[src/rtl/relm_div_seq_if.sv]
// ---------------------------------------------------------------------------
// relm_div_seq_if
//   Bundles every non-clock, non-reset signal of the sequential divider:
//   the host request/result bus and the link to the external custom datapath.
//
//   Parameters
//     WD   datapath word width
//     WOP  custom datapath opcode width
//
//   Host side      : start_in, n_in, d_in -> busy_out, done_out,
//                    quot_out, rem_out, dz_out
//   Datapath side  : op_out, opb_out, xsel_out, a_out, xb_out, cb_out ->
//                    a_in, cb_in, mul_a_in, mul_x_in -> mul_ax_out
//
//   Modports
//     slave   the divider itself
//     master  the environment (host plus datapath)
// ---------------------------------------------------------------------------
interface relm_div_seq_if #(
    parameter int WD  = 32,
    parameter int WOP = 5
);
    logic              start_in;
    logic [WD-1:0]     n_in;
    logic [WD-1:0]     d_in;
    logic              busy_out;
    logic              done_out;
    logic [WD-1:0]     quot_out;
    logic [WD-1:0]     rem_out;
    logic              dz_out;
    logic [WOP-1:0]    op_out;
    logic              opb_out;
    logic [1:0]        xsel_out;
    logic [WD-1:0]     a_out;
    logic [WD-1:0]     xb_out;
    logic [3*WD-1:0]   cb_out;
    logic [WD-1:0]     a_in;
    logic [3*WD-1:0]   cb_in;
    logic [WD-1:0]     mul_a_in;
    logic [WD-1:0]     mul_x_in;
    logic [2*WD-1:0]   mul_ax_out;

    modport slave (
        input  start_in, n_in, d_in, a_in, cb_in, mul_a_in, mul_x_in,
        output busy_out, done_out, quot_out, rem_out, dz_out,
               op_out, opb_out, xsel_out, a_out, xb_out, cb_out, mul_ax_out
    );

    modport master (
        output start_in, n_in, d_in, a_in, cb_in, mul_a_in, mul_x_in,
        input  busy_out, done_out, quot_out, rem_out, dz_out,
               op_out, opb_out, xsel_out, a_out, xb_out, cb_out, mul_ax_out
    );
endinterface

[src/rtl/relm_div_seq.sv]
// ---------------------------------------------------------------------------
// relm_div_seq
//   Sequential unsigned divider that sequences an external custom datapath.
//   This block owns the control FSM and the operand registers A, XB and
//   {D,C,B}; the datapath does the arithmetic and hands results back on
//   a_in / cb_in, which are registered here state by state.
//
//   Ports
//     clk            sole clock, rising edge
//     rst            asynchronous active-high reset
//     bus (slave)    relm_div_seq_if: start_in, n_in, d_in in;
//                    busy_out, done_out, quot_out, rem_out, dz_out out;
//                    op_out, opb_out, xsel_out, a_out, xb_out, cb_out to
//                    the datapath; a_in, cb_in, mul_a_in, mul_x_in from it;
//                    mul_ax_out = mul_a_in * mul_x_in (combinational)
//
//   Optional feature macro
//     RELM_DIV_SEQ_DIVZERO_EN  short-circuit divide-by-zero: IDLE->DONE,
//                              quotient all ones, remainder = dividend,
//                              dz_out = 1. Undefined: dz_out is tied low and
//                              a zero divisor flows through the normal path.
// ---------------------------------------------------------------------------
module relm_div_seq #(
    parameter int WD  = 32,
    parameter int WOP = 5
) (
    input  logic          clk,
    input  logic          rst,
    relm_div_seq_if.slave bus
);
    localparam int IW = (WD > 1) ? $clog2(WD) : 1;

    typedef enum logic [2:0] {
        S_IDLE,
        S_DIV,
        S_PREP,
        S_INIT,
        S_LOOP,
        S_MOD,
        S_DONE
    } state_t;

    state_t        state_q;
    state_t        state_d;

    logic [WD-1:0] a_q;
    logic [WD-1:0] xb_q;
    logic [WD-1:0] d_q;
    logic [WD-1:0] c_q;
    logic [WD-1:0] b_q;
    logic [WD-1:0] quot_q;
    logic [WD-1:0] rem_q;
    logic [WD-1:0] prep_a;
    logic [IW-1:0] b_idx;
    logic          start_dz;

`ifdef RELM_DIV_SEQ_DIVZERO_EN
    logic          dz_q;
    assign start_dz = bus.start_in && (bus.d_in == '0);
`else
    assign start_dz = 1'b0;
`endif

    // B holds the one-hot MSB of the divisor and A the one-hot MSB of the
    // dividend; shifting A down by B's bit position yields a one-hot marker
    // of the highest quotient bit. No quotient bits exist when the divisor
    // MSB is above the dividend MSB or the divisor is zero.
    always_comb begin
        b_idx = '0;
        for (int i = 0; i < WD; i++) begin
            if (b_q[i]) begin
                b_idx = i[IW-1:0];
            end
        end
        prep_a = ((b_q == '0) || (b_q > a_q)) ? '0 : (a_q >> b_idx);
    end

    // State register.
    always_ff @(posedge clk or posedge rst) begin
        if (rst) begin
            state_q <= S_IDLE;
        end else begin
            state_q <= state_d;
        end
    end

    // Next-state logic and datapath control. The LOOP exit looks at the
    // value being registered into A so the FSM leaves on the same edge at
    // which A becomes zero.
    always_comb begin
        state_d      = state_q;
        bus.opb_out  = 1'b0;
        bus.xsel_out = 2'b00;
        bus.op_out   = '0;
        if (state_q != S_IDLE) begin
            bus.op_out[2:0] = 3'b101;
        end
        unique case (state_q)
            S_IDLE: begin
                if (bus.start_in) begin
                    state_d = start_dz ? S_DONE : S_DIV;
                end
            end
            S_DIV: begin
                state_d = S_PREP;
            end
            S_PREP: begin
                state_d = S_INIT;
            end
            S_INIT: begin
                bus.opb_out  = 1'b1;
                bus.xsel_out = 2'b10;
                state_d      = (a_q != '0) ? S_LOOP : S_MOD;
            end
            S_LOOP: begin
                bus.opb_out  = 1'b1;
                bus.xsel_out = 2'b01;
                if (bus.a_in == '0) begin
                    state_d = S_MOD;
                end
            end
            S_MOD: begin
                bus.opb_out  = 1'b1;
                bus.xsel_out = 2'b11;
                state_d      = S_DONE;
            end
            S_DONE: begin
                state_d = S_IDLE;
            end
            default: begin
                state_d = S_IDLE;
            end
        endcase
    end

    // Operand and result registers. Results only change at the end of MOD
    // (or on a short-circuited divide-by-zero start), so a reset in the
    // middle of an operation leaves nothing half-written.
    always_ff @(posedge clk or posedge rst) begin
        if (rst) begin
            a_q    <= '0;
            xb_q   <= '0;
            d_q    <= '0;
            c_q    <= '0;
            b_q    <= '0;
            quot_q <= '0;
            rem_q  <= '0;
`ifdef RELM_DIV_SEQ_DIVZERO_EN
            dz_q   <= 1'b0;
`endif
        end else begin
            unique case (state_q)
                S_IDLE: begin
                    if (bus.start_in) begin
                        a_q  <= bus.n_in;
                        xb_q <= bus.d_in;
`ifdef RELM_DIV_SEQ_DIVZERO_EN
                        if (start_dz) begin
                            quot_q <= '1;
                            rem_q  <= bus.n_in;
                            dz_q   <= 1'b1;
                        end
`endif
                    end
                end
                S_DIV: begin
                    a_q               <= bus.a_in;
                    {d_q, c_q, b_q}   <= bus.cb_in;
                end
                S_PREP: begin
                    a_q <= prep_a;
                end
                S_INIT: begin
                    {d_q, c_q, b_q}   <= bus.cb_in;
                end
                S_LOOP: begin
                    a_q               <= bus.a_in;
                    {d_q, c_q, b_q}   <= bus.cb_in;
                end
                S_MOD: begin
                    quot_q <= b_q;
                    rem_q  <= bus.a_in;
`ifdef RELM_DIV_SEQ_DIVZERO_EN
                    dz_q   <= 1'b0;
`endif
                end
                default: begin
                end
            endcase
        end
    end

    assign bus.busy_out   = (state_q != S_IDLE);
    assign bus.done_out   = (state_q == S_DONE);
    assign bus.quot_out   = quot_q;
    assign bus.rem_out    = rem_q;
    assign bus.a_out      = a_q;
    assign bus.xb_out     = xb_q;
    assign bus.cb_out     = {d_q, c_q, b_q};
    assign bus.mul_ax_out = {{WD{1'b0}}, bus.mul_a_in} * {{WD{1'b0}}, bus.mul_x_in};

`ifdef RELM_DIV_SEQ_DIVZERO_EN
    assign bus.dz_out = dz_q;
`else
    assign bus.dz_out = 1'b0;
`endif

endmodule

[src/flat_wrapper.sv]
// flat-port wrapper written by rule: the top's interface ports become plain ports
module relm_div_seq_flat 
#(
    parameter int WD  = 32,
    parameter int WOP = 5
)
  (clk, rst, bus_start_in, bus_n_in, bus_d_in, bus_a_in, bus_cb_in, bus_mul_a_in, bus_mul_x_in, bus_busy_out, bus_done_out, bus_quot_out, bus_rem_out, bus_dz_out, bus_op_out, bus_opb_out, bus_xsel_out, bus_a_out, bus_xb_out, bus_cb_out, bus_mul_ax_out);
  relm_div_seq_if #(.WD(WD), .WOP(WOP)) bus_i ();
  input  logic clk;
  input  logic rst;
  input wire logic [$bits(bus_i.start_in)-1:0] bus_start_in;
  input wire logic [$bits(bus_i.n_in)-1:0] bus_n_in;
  input wire logic [$bits(bus_i.d_in)-1:0] bus_d_in;
  input wire logic [$bits(bus_i.a_in)-1:0] bus_a_in;
  input wire logic [$bits(bus_i.cb_in)-1:0] bus_cb_in;
  input wire logic [$bits(bus_i.mul_a_in)-1:0] bus_mul_a_in;
  input wire logic [$bits(bus_i.mul_x_in)-1:0] bus_mul_x_in;
  output wire logic [$bits(bus_i.busy_out)-1:0] bus_busy_out;
  output wire logic [$bits(bus_i.done_out)-1:0] bus_done_out;
  output wire logic [$bits(bus_i.quot_out)-1:0] bus_quot_out;
  output wire logic [$bits(bus_i.rem_out)-1:0] bus_rem_out;
  output wire logic [$bits(bus_i.dz_out)-1:0] bus_dz_out;
  output wire logic [$bits(bus_i.op_out)-1:0] bus_op_out;
  output wire logic [$bits(bus_i.opb_out)-1:0] bus_opb_out;
  output wire logic [$bits(bus_i.xsel_out)-1:0] bus_xsel_out;
  output wire logic [$bits(bus_i.a_out)-1:0] bus_a_out;
  output wire logic [$bits(bus_i.xb_out)-1:0] bus_xb_out;
  output wire logic [$bits(bus_i.cb_out)-1:0] bus_cb_out;
  output wire logic [$bits(bus_i.mul_ax_out)-1:0] bus_mul_ax_out;
  assign bus_i.start_in = bus_start_in;
  assign bus_i.n_in = bus_n_in;
  assign bus_i.d_in = bus_d_in;
  assign bus_i.a_in = bus_a_in;
  assign bus_i.cb_in = bus_cb_in;
  assign bus_i.mul_a_in = bus_mul_a_in;
  assign bus_i.mul_x_in = bus_mul_x_in;
  assign bus_busy_out = bus_i.busy_out;
  assign bus_done_out = bus_i.done_out;
  assign bus_quot_out = bus_i.quot_out;
  assign bus_rem_out = bus_i.rem_out;
  assign bus_dz_out = bus_i.dz_out;
  assign bus_op_out = bus_i.op_out;
  assign bus_opb_out = bus_i.opb_out;
  assign bus_xsel_out = bus_i.xsel_out;
  assign bus_a_out = bus_i.a_out;
  assign bus_xb_out = bus_i.xb_out;
  assign bus_cb_out = bus_i.cb_out;
  assign bus_mul_ax_out = bus_i.mul_ax_out;
  relm_div_seq #(.WD(WD), .WOP(WOP)) u_core (.clk(clk), .rst(rst), .bus(bus_i));
endmodule
[config.mk]
export PLATFORM = sky130hd
export DESIGN_NAME = relm_div_seq_flat
export DESIGN_NICKNAME = d
export VERILOG_FILES = /design/src/rtl/relm_div_seq_if.sv /design/src/rtl/relm_div_seq.sv /design/src/flat_wrapper.sv
export SDC_FILE = /design/constraint.sdc
export NUM_CORES = 2
export LEC_CHECK = 0
export BUFFER_PORTS_ARGS = -buffer_cell sky130_fd_sc_hd__buf_4
export CAP_MARGIN = 20
export CORE_ASPECT_RATIO = 1.1
export CORE_MARGIN = 2
export CORE_UTILIZATION = 44
export DETAILED_ROUTE_END_ITERATION = 10
export PLACE_DENSITY = 0.77
export SYNTH_ARGS = -nofsm -noshare
export SYNTH_HDL_FRONTEND = slang
export SYNTH_SLANG_ARGS = --single-unit
[constraint.sdc]
create_clock -name clk -period 8.8 [get_ports clk]
set_clock_uncertainty 0.1 [all_clocks]
set_input_delay 0.88 -clock clk [delete_from_list [all_inputs] [get_ports clk]]
set_output_delay 0.88 -clock clk [all_outputs]
set_load 0.05 [all_outputs]
---- Word-level counts from Yosys, hierarchy flattened ----
Cells that the tools add are included.
word-level totals
  register bits ........................... 227
  word-level logic and storage cells ...... 73
  input port bits ......................... 259
  output and inout port bits .............. 299
cells by class
  multipliers ............................. 1
  shift operators ......................... 1
  reductions and logical operators ........ 13
  multiplexer cells ....................... 41
  equality and inequality tests ........... 8
  $lt $le $gt $ge ......................... 1
operator list
  cell                  count
  $mux W5               30
  $pmux W32 S3          1
  $logic_not A32 Y1     2
  $mul A32 B32 Y64      1
  $mux W32              2
  $gt A32 B32 Y1        1
  $reduce_bool A32 Y1   1
  $shr A32 B5 Y32       1
  $pmux W3 S6           1
  $eq A3 B3 Y1 const B  3
  $mux W3               3
  $eq A3 B2 Y1 const B  2
  $pmux W2 S3           1
  $reduce_and A2 Y1     3
  $reduce_bool A3 Y1    2
  $reduce_or A3 Y1      2
  $eq A3 B1 Y1 const B  1
  $logic_not A3 Y1      1
  $mux W1               3
  $ne A2 B1 Y1 const B  1
  $ne A2 B2 Y1 const B  1
  $reduce_or A2 Y1      1
  $logic_or A1 B1 Y1    1

---- Longest topological paths before layout ----
  word-level depth ........................ 34
  mapped depth ............................ 29

---- Least setup slack after synthesis ----
Ideal clock, no wire load.
  kind .................................... input to output
  start ................................... in bus_mul_a_in[15]
  end ..................................... out bus_mul_ax_out[63]
  buffers on the path ..................... 2
  data required time ...................... 7.820 ns
  arrival time ............................ 8.782 ns
  setup slack ............................. -0.962 ns
  cell stages on the path ................. 29
  path through ............................ clkbuf_1 nand2_1 fa_1 inv_1 fa_1 inv_1 fa_1 inv_1 fa_1 fa_1 inv_1 fa_1 inv_1 fa_1 inv_1 fa_1 inv_1 ha_1 clkbuf_1 a21oi_1 nand2_1 a2111oi_1 a21oi_1 nor3_2 a21oi_1 a311oi_1 o21ai_1 and4_1 nor3_1
on the way
  longest elaborated chain between the ends .. 1
ends and longest elaborated chain
  element           line                 text
  start, declared   flat_wrapper.sv:16   input wire logic [$bits(bus_i.mul_a_in)-1:0] bus_mul_a_in;
  $mul A32 B32 Y64  relm_div_seq.sv:200  assign bus.mul_ax_out = {{WD{1'b0}}, bus.mul_a_in} * {{WD{1'b0}}, bus.mul_x_in};
  end, declared     flat_wrapper.sv:29   output wire logic [$bits(bus_i.mul_ax_out)-1:0] bus_mul_ax_out;
No other way between the ends.

---- Final worst setup path ----
  start ................................... in bus_mul_x_in[5]
  end ..................................... out bus_mul_ax_out[60]
on the way
  longest elaborated chain between the ends .. 1
ends and longest elaborated chain
  element           line                 text
  start, declared   flat_wrapper.sv:17   input wire logic [$bits(bus_i.mul_x_in)-1:0] bus_mul_x_in;
  $mul A32 B32 Y64  relm_div_seq.sv:200
No other way between the ends.

==> metrics.md <==
| Metric | Value |
|---|---|
| Fin worst setup slack | -0.544 ns |
| DR WL/cell | 23.0 microns |
| Gpl congestion | 1.00 |
| Grt ovf | 0 |
| Worst setup SP type | input pin |
| Count leader, synth | inv_1 |
| R2R Path End | u_core.bus.a_out[26] |
| Chip height | 340 microns |
| Relative slew slack | 44.1% |
| Critical R2R Launch | u_core.b_q[25] |
| Vias per std cell | 5.50 |
| Clock slew at reported path FFs | 0.05 ns |
| Met3 Routed Length | 14200 microns |
| Layout Cells excl Fill | 7117 |
| Register Area | 5680 sq um |
| CP endpoint | bus_mul_ax_out[60] |
| Nets@finish | 7163 |
| Yosys top cell by area | fa_1 |
| Core area | 102000 sq um |
| Worst slew pin tran | 0.838 ns |
| Final Max Tran Viols | 0 |
| H-tree levels | 1 |
| Placed insts | 6990 |
| Number of remaining DRC errors | 0 |
| Worst hold slack | 0.260 ns |
| Multi-input gate area | 35800 sq um |
| Setup TNS | -6.09 ns |
| Clock Tree Buf Depth | 3 |
| DRT Pass-1 Iters | 6 |
| I/O Buffers | 553 |
| #FFs+latches synth | 227 |
| Row cnt | 123 |
| Final Setup Violations | 25 |
| Area grow syn2layout | 26.9% |
| Top cells by area, synth | fa_1, dfrtp_1, inv_1 |
| Share of post-route cells with drive strength above 1 | 26.6% |
| Number of global-route vias before repair | 42390 |
| # IOs | 558 |
| Worst setup path startpoint | bus_mul_x_in[5] |
| Status | finished with violations |
| RSZ-0062 raised after global routing | yes |
| Final Hold Violating Endpoints | 0 |
| Crit. End Element | output port |
| Fmax | 107 MHz |
| Critical Path RT | 7.82 ns |
| R2r setup slk | 4.54 ns |
| Worst EP arrival | 8.36 ns |
| CTS root buf | clkbuf_16 |
| GRT Util Overall | 30.7% |
| Post-synth EDFFs | 0 |
| Clk sinks | 227 |
| Layout fillers | 8502 |
| Mean Syn Cell Area | 9.12 sq um |
| Hpwl dp | 134000 microns |
| DRT met1 WL | 53800 microns |
| DR WL met2 | 80500 microns |
| Synth top area share | 39.7% |
| 1st-iter DRT viols | 3126 |
| Final Core Density | 56.2% |
| Period utilisation layout | 106% |
| Hold Path Class | in2async |
| Distinct cell type count after synthesis | 82 |
| DIE WIDTH | 309 microns |
| Final ANT Viol Nets | 0 |
| Yosys warning total | 0 |
| Highest metal used | met5 |
| Initial antenna violation count | 11 |
| Failing checks | setup timing |
| Die area | 105000 sq um |
| # Max-Cap Violations | 0 |
| Commonest cells post-synth | inv_1, fa_1, nand2_1, ha_1, clkbuf_1 |
| CTS tree | built |
| CP max FO | 6 |
| First-pass GRT wire length | 245000 microns |
| Share of flip-flops with an asynchronous set or reset | 100% |
| Vias | 39136 |
| Post-route minimum period | 9.34 ns |
| Drt total wl | 164000 microns |
| Post-synth top flop | dfrtp_1 |
| Register area share after synthesis | 12.6% |
| Reg2reg path depth | 11 |
| Largest net degree at the start of global routing | 149 |
| Kind of critical path | in2out |
| Clk Latency, worst-skew pair | 0.59 ns |
| Initial Util | 44.3% |
| Synth Cell Area | 45200 sq um |
| CTS Buf Count | 26 |
| Mapped Cells | 4951 |
-- placed cells by master, fill, tap and decap left out, drive strengths merged, types with 7 or more instances in the layout --
cell    netlist  layout
and2        258     258
diode         0       9
mux2        193     193
nand4        23      23
nor2b        13      13
ha          295     295
a31oi         9       9
and3         10      10
o21a         17      17
nand3        29      29
fa          896     896
o22ai         7       7
xnor2        41      41
nor4         24      24
xor2         22      22
a22oi         9       9
a211oi       22      22
mux2i        39      39
o21ai        92      92
and4          7       7
inv        1062    1064
clkbuf      260      45
a221o        21      21
o21bai       14      14
o211a         8       8
a21o         49      49
nor2         90      90
buf          27    1011
nor3         48      48
nand2b        9       9
nand2       893     893
a211o         7       7
or3           8       8
a221oi       24      24
dfrtp       227     227
o211ai       18      18
a21oi       105     105
-- repair_timing --
item / in CTS / in global routing
hold buffers: 0 / 0
hold endpoints to repair: 0 / 0
setup endpoints to repair: 36 / 36
setup buffers: 39 / 25
resized for setup: 295 / 203
pin swaps: 112 / 123
cloned: 5 / 6
-- cell type report --
type	count	share of cell area (%)
well taps	1375	3.00
clock buffers	39	1.33
repair buffers	1018	16.0
multi-input cells	3378	62.6
clock inverters	9	0.203
inverters	1062	6.97
flip-flops and latches	227	9.91
diodes	9	0.0393
-- sequential cells by signal, indices dropped and copies added (netlist names) --
register and cells:
u_core.b_q 32, u_core.bus.a_out 32, u_core.bus.quot_out 32, u_core.bus.rem_out 32, u_core.bus.xb_out 32, u_core.c_q 32, u_core.d_q 32, u_core.state_q 3
-- through the flow --
| stage | area [sq um] | setup slack (ns) |
|---|---|---|
| global placement | 53500 | -1.12 |
| CTS | 56100 | -0.514 |
| finish | 57300 | -0.544 |
| detailed placement | 53500 | -1.20 |
| global route | 57300 | -0.730 |
| floorplan | 45900 | -0.178 |
-- cell families (layout without fill, tap and decap cells) --
logic type,count (synthesis),after routing,synth area share (%)
buffers and inverters,1349,2128,11.3
flip-flops,227,227,12.6
AO/OA/AOI/OAI,458,458,7.01
other,1,13,0.00830
adder cells (fa/ha/maj),1191,1191,47.9
multiplexers,234,234,5.78
XOR/XNOR,63,63,1.22
AND/OR/NAND/NOR,1428,1428,14.2
-- layer usage --
layer	up-vias	global-route usage, %
met5	-	0
met3	640	6.59
met1	19904	33.7
met4	2	23.2
li1	16623	-
met2	1967	52.0
-- how the worst min path moves through the flow --
| stage | startpoint | endpoint | depth (start not counted) |
|---|---|---|---|
| final | rst | u_core.bus.rem_out[13] | 2 |
| after global routing | rst | u_core.bus.rem_out[18] | 2 |
| after CTS | rst | u_core.bus.rem_out[18] | 2 |
| after detailed placement | u_core.bus.quot_out[0] | u_core.bus.quot_out[0] | 2 |
| after global placement | u_core.bus.quot_out[22] | u_core.bus.quot_out[22] | 2 |
| after floorplan | u_core.state_q[1] | u_core.state_q[1] | 2 |
-- critical path: stages --
cell and delay [ns]:
buf_16 0.13, buf_16 0.12, buf_4 0.12, nand2_1 0.07, fa_1 0.50, inv_2 0.04, fa_1 0.48, inv_1 0.05
fa_1 0.49, fa_1 0.57, inv_2 0.04, fa_1 0.50, fa_1 0.54, inv_1 0.05, fa_1 0.45, fa_1 0.50
inv_2 0.05, ha_4 0.22, a21o_1 0.15, a21o_1 0.19, or4_4 0.48, or2_4 0.27, a31oi_4 0.24, o21ai_4 0.11
a221o_2 0.41, a221oi_4 0.36, xnor2_4 0.15, buf_6 0.18
Power is not shown: default switching activity piles up to over one toggle a cycle in this logic, so the estimate is an artifact.
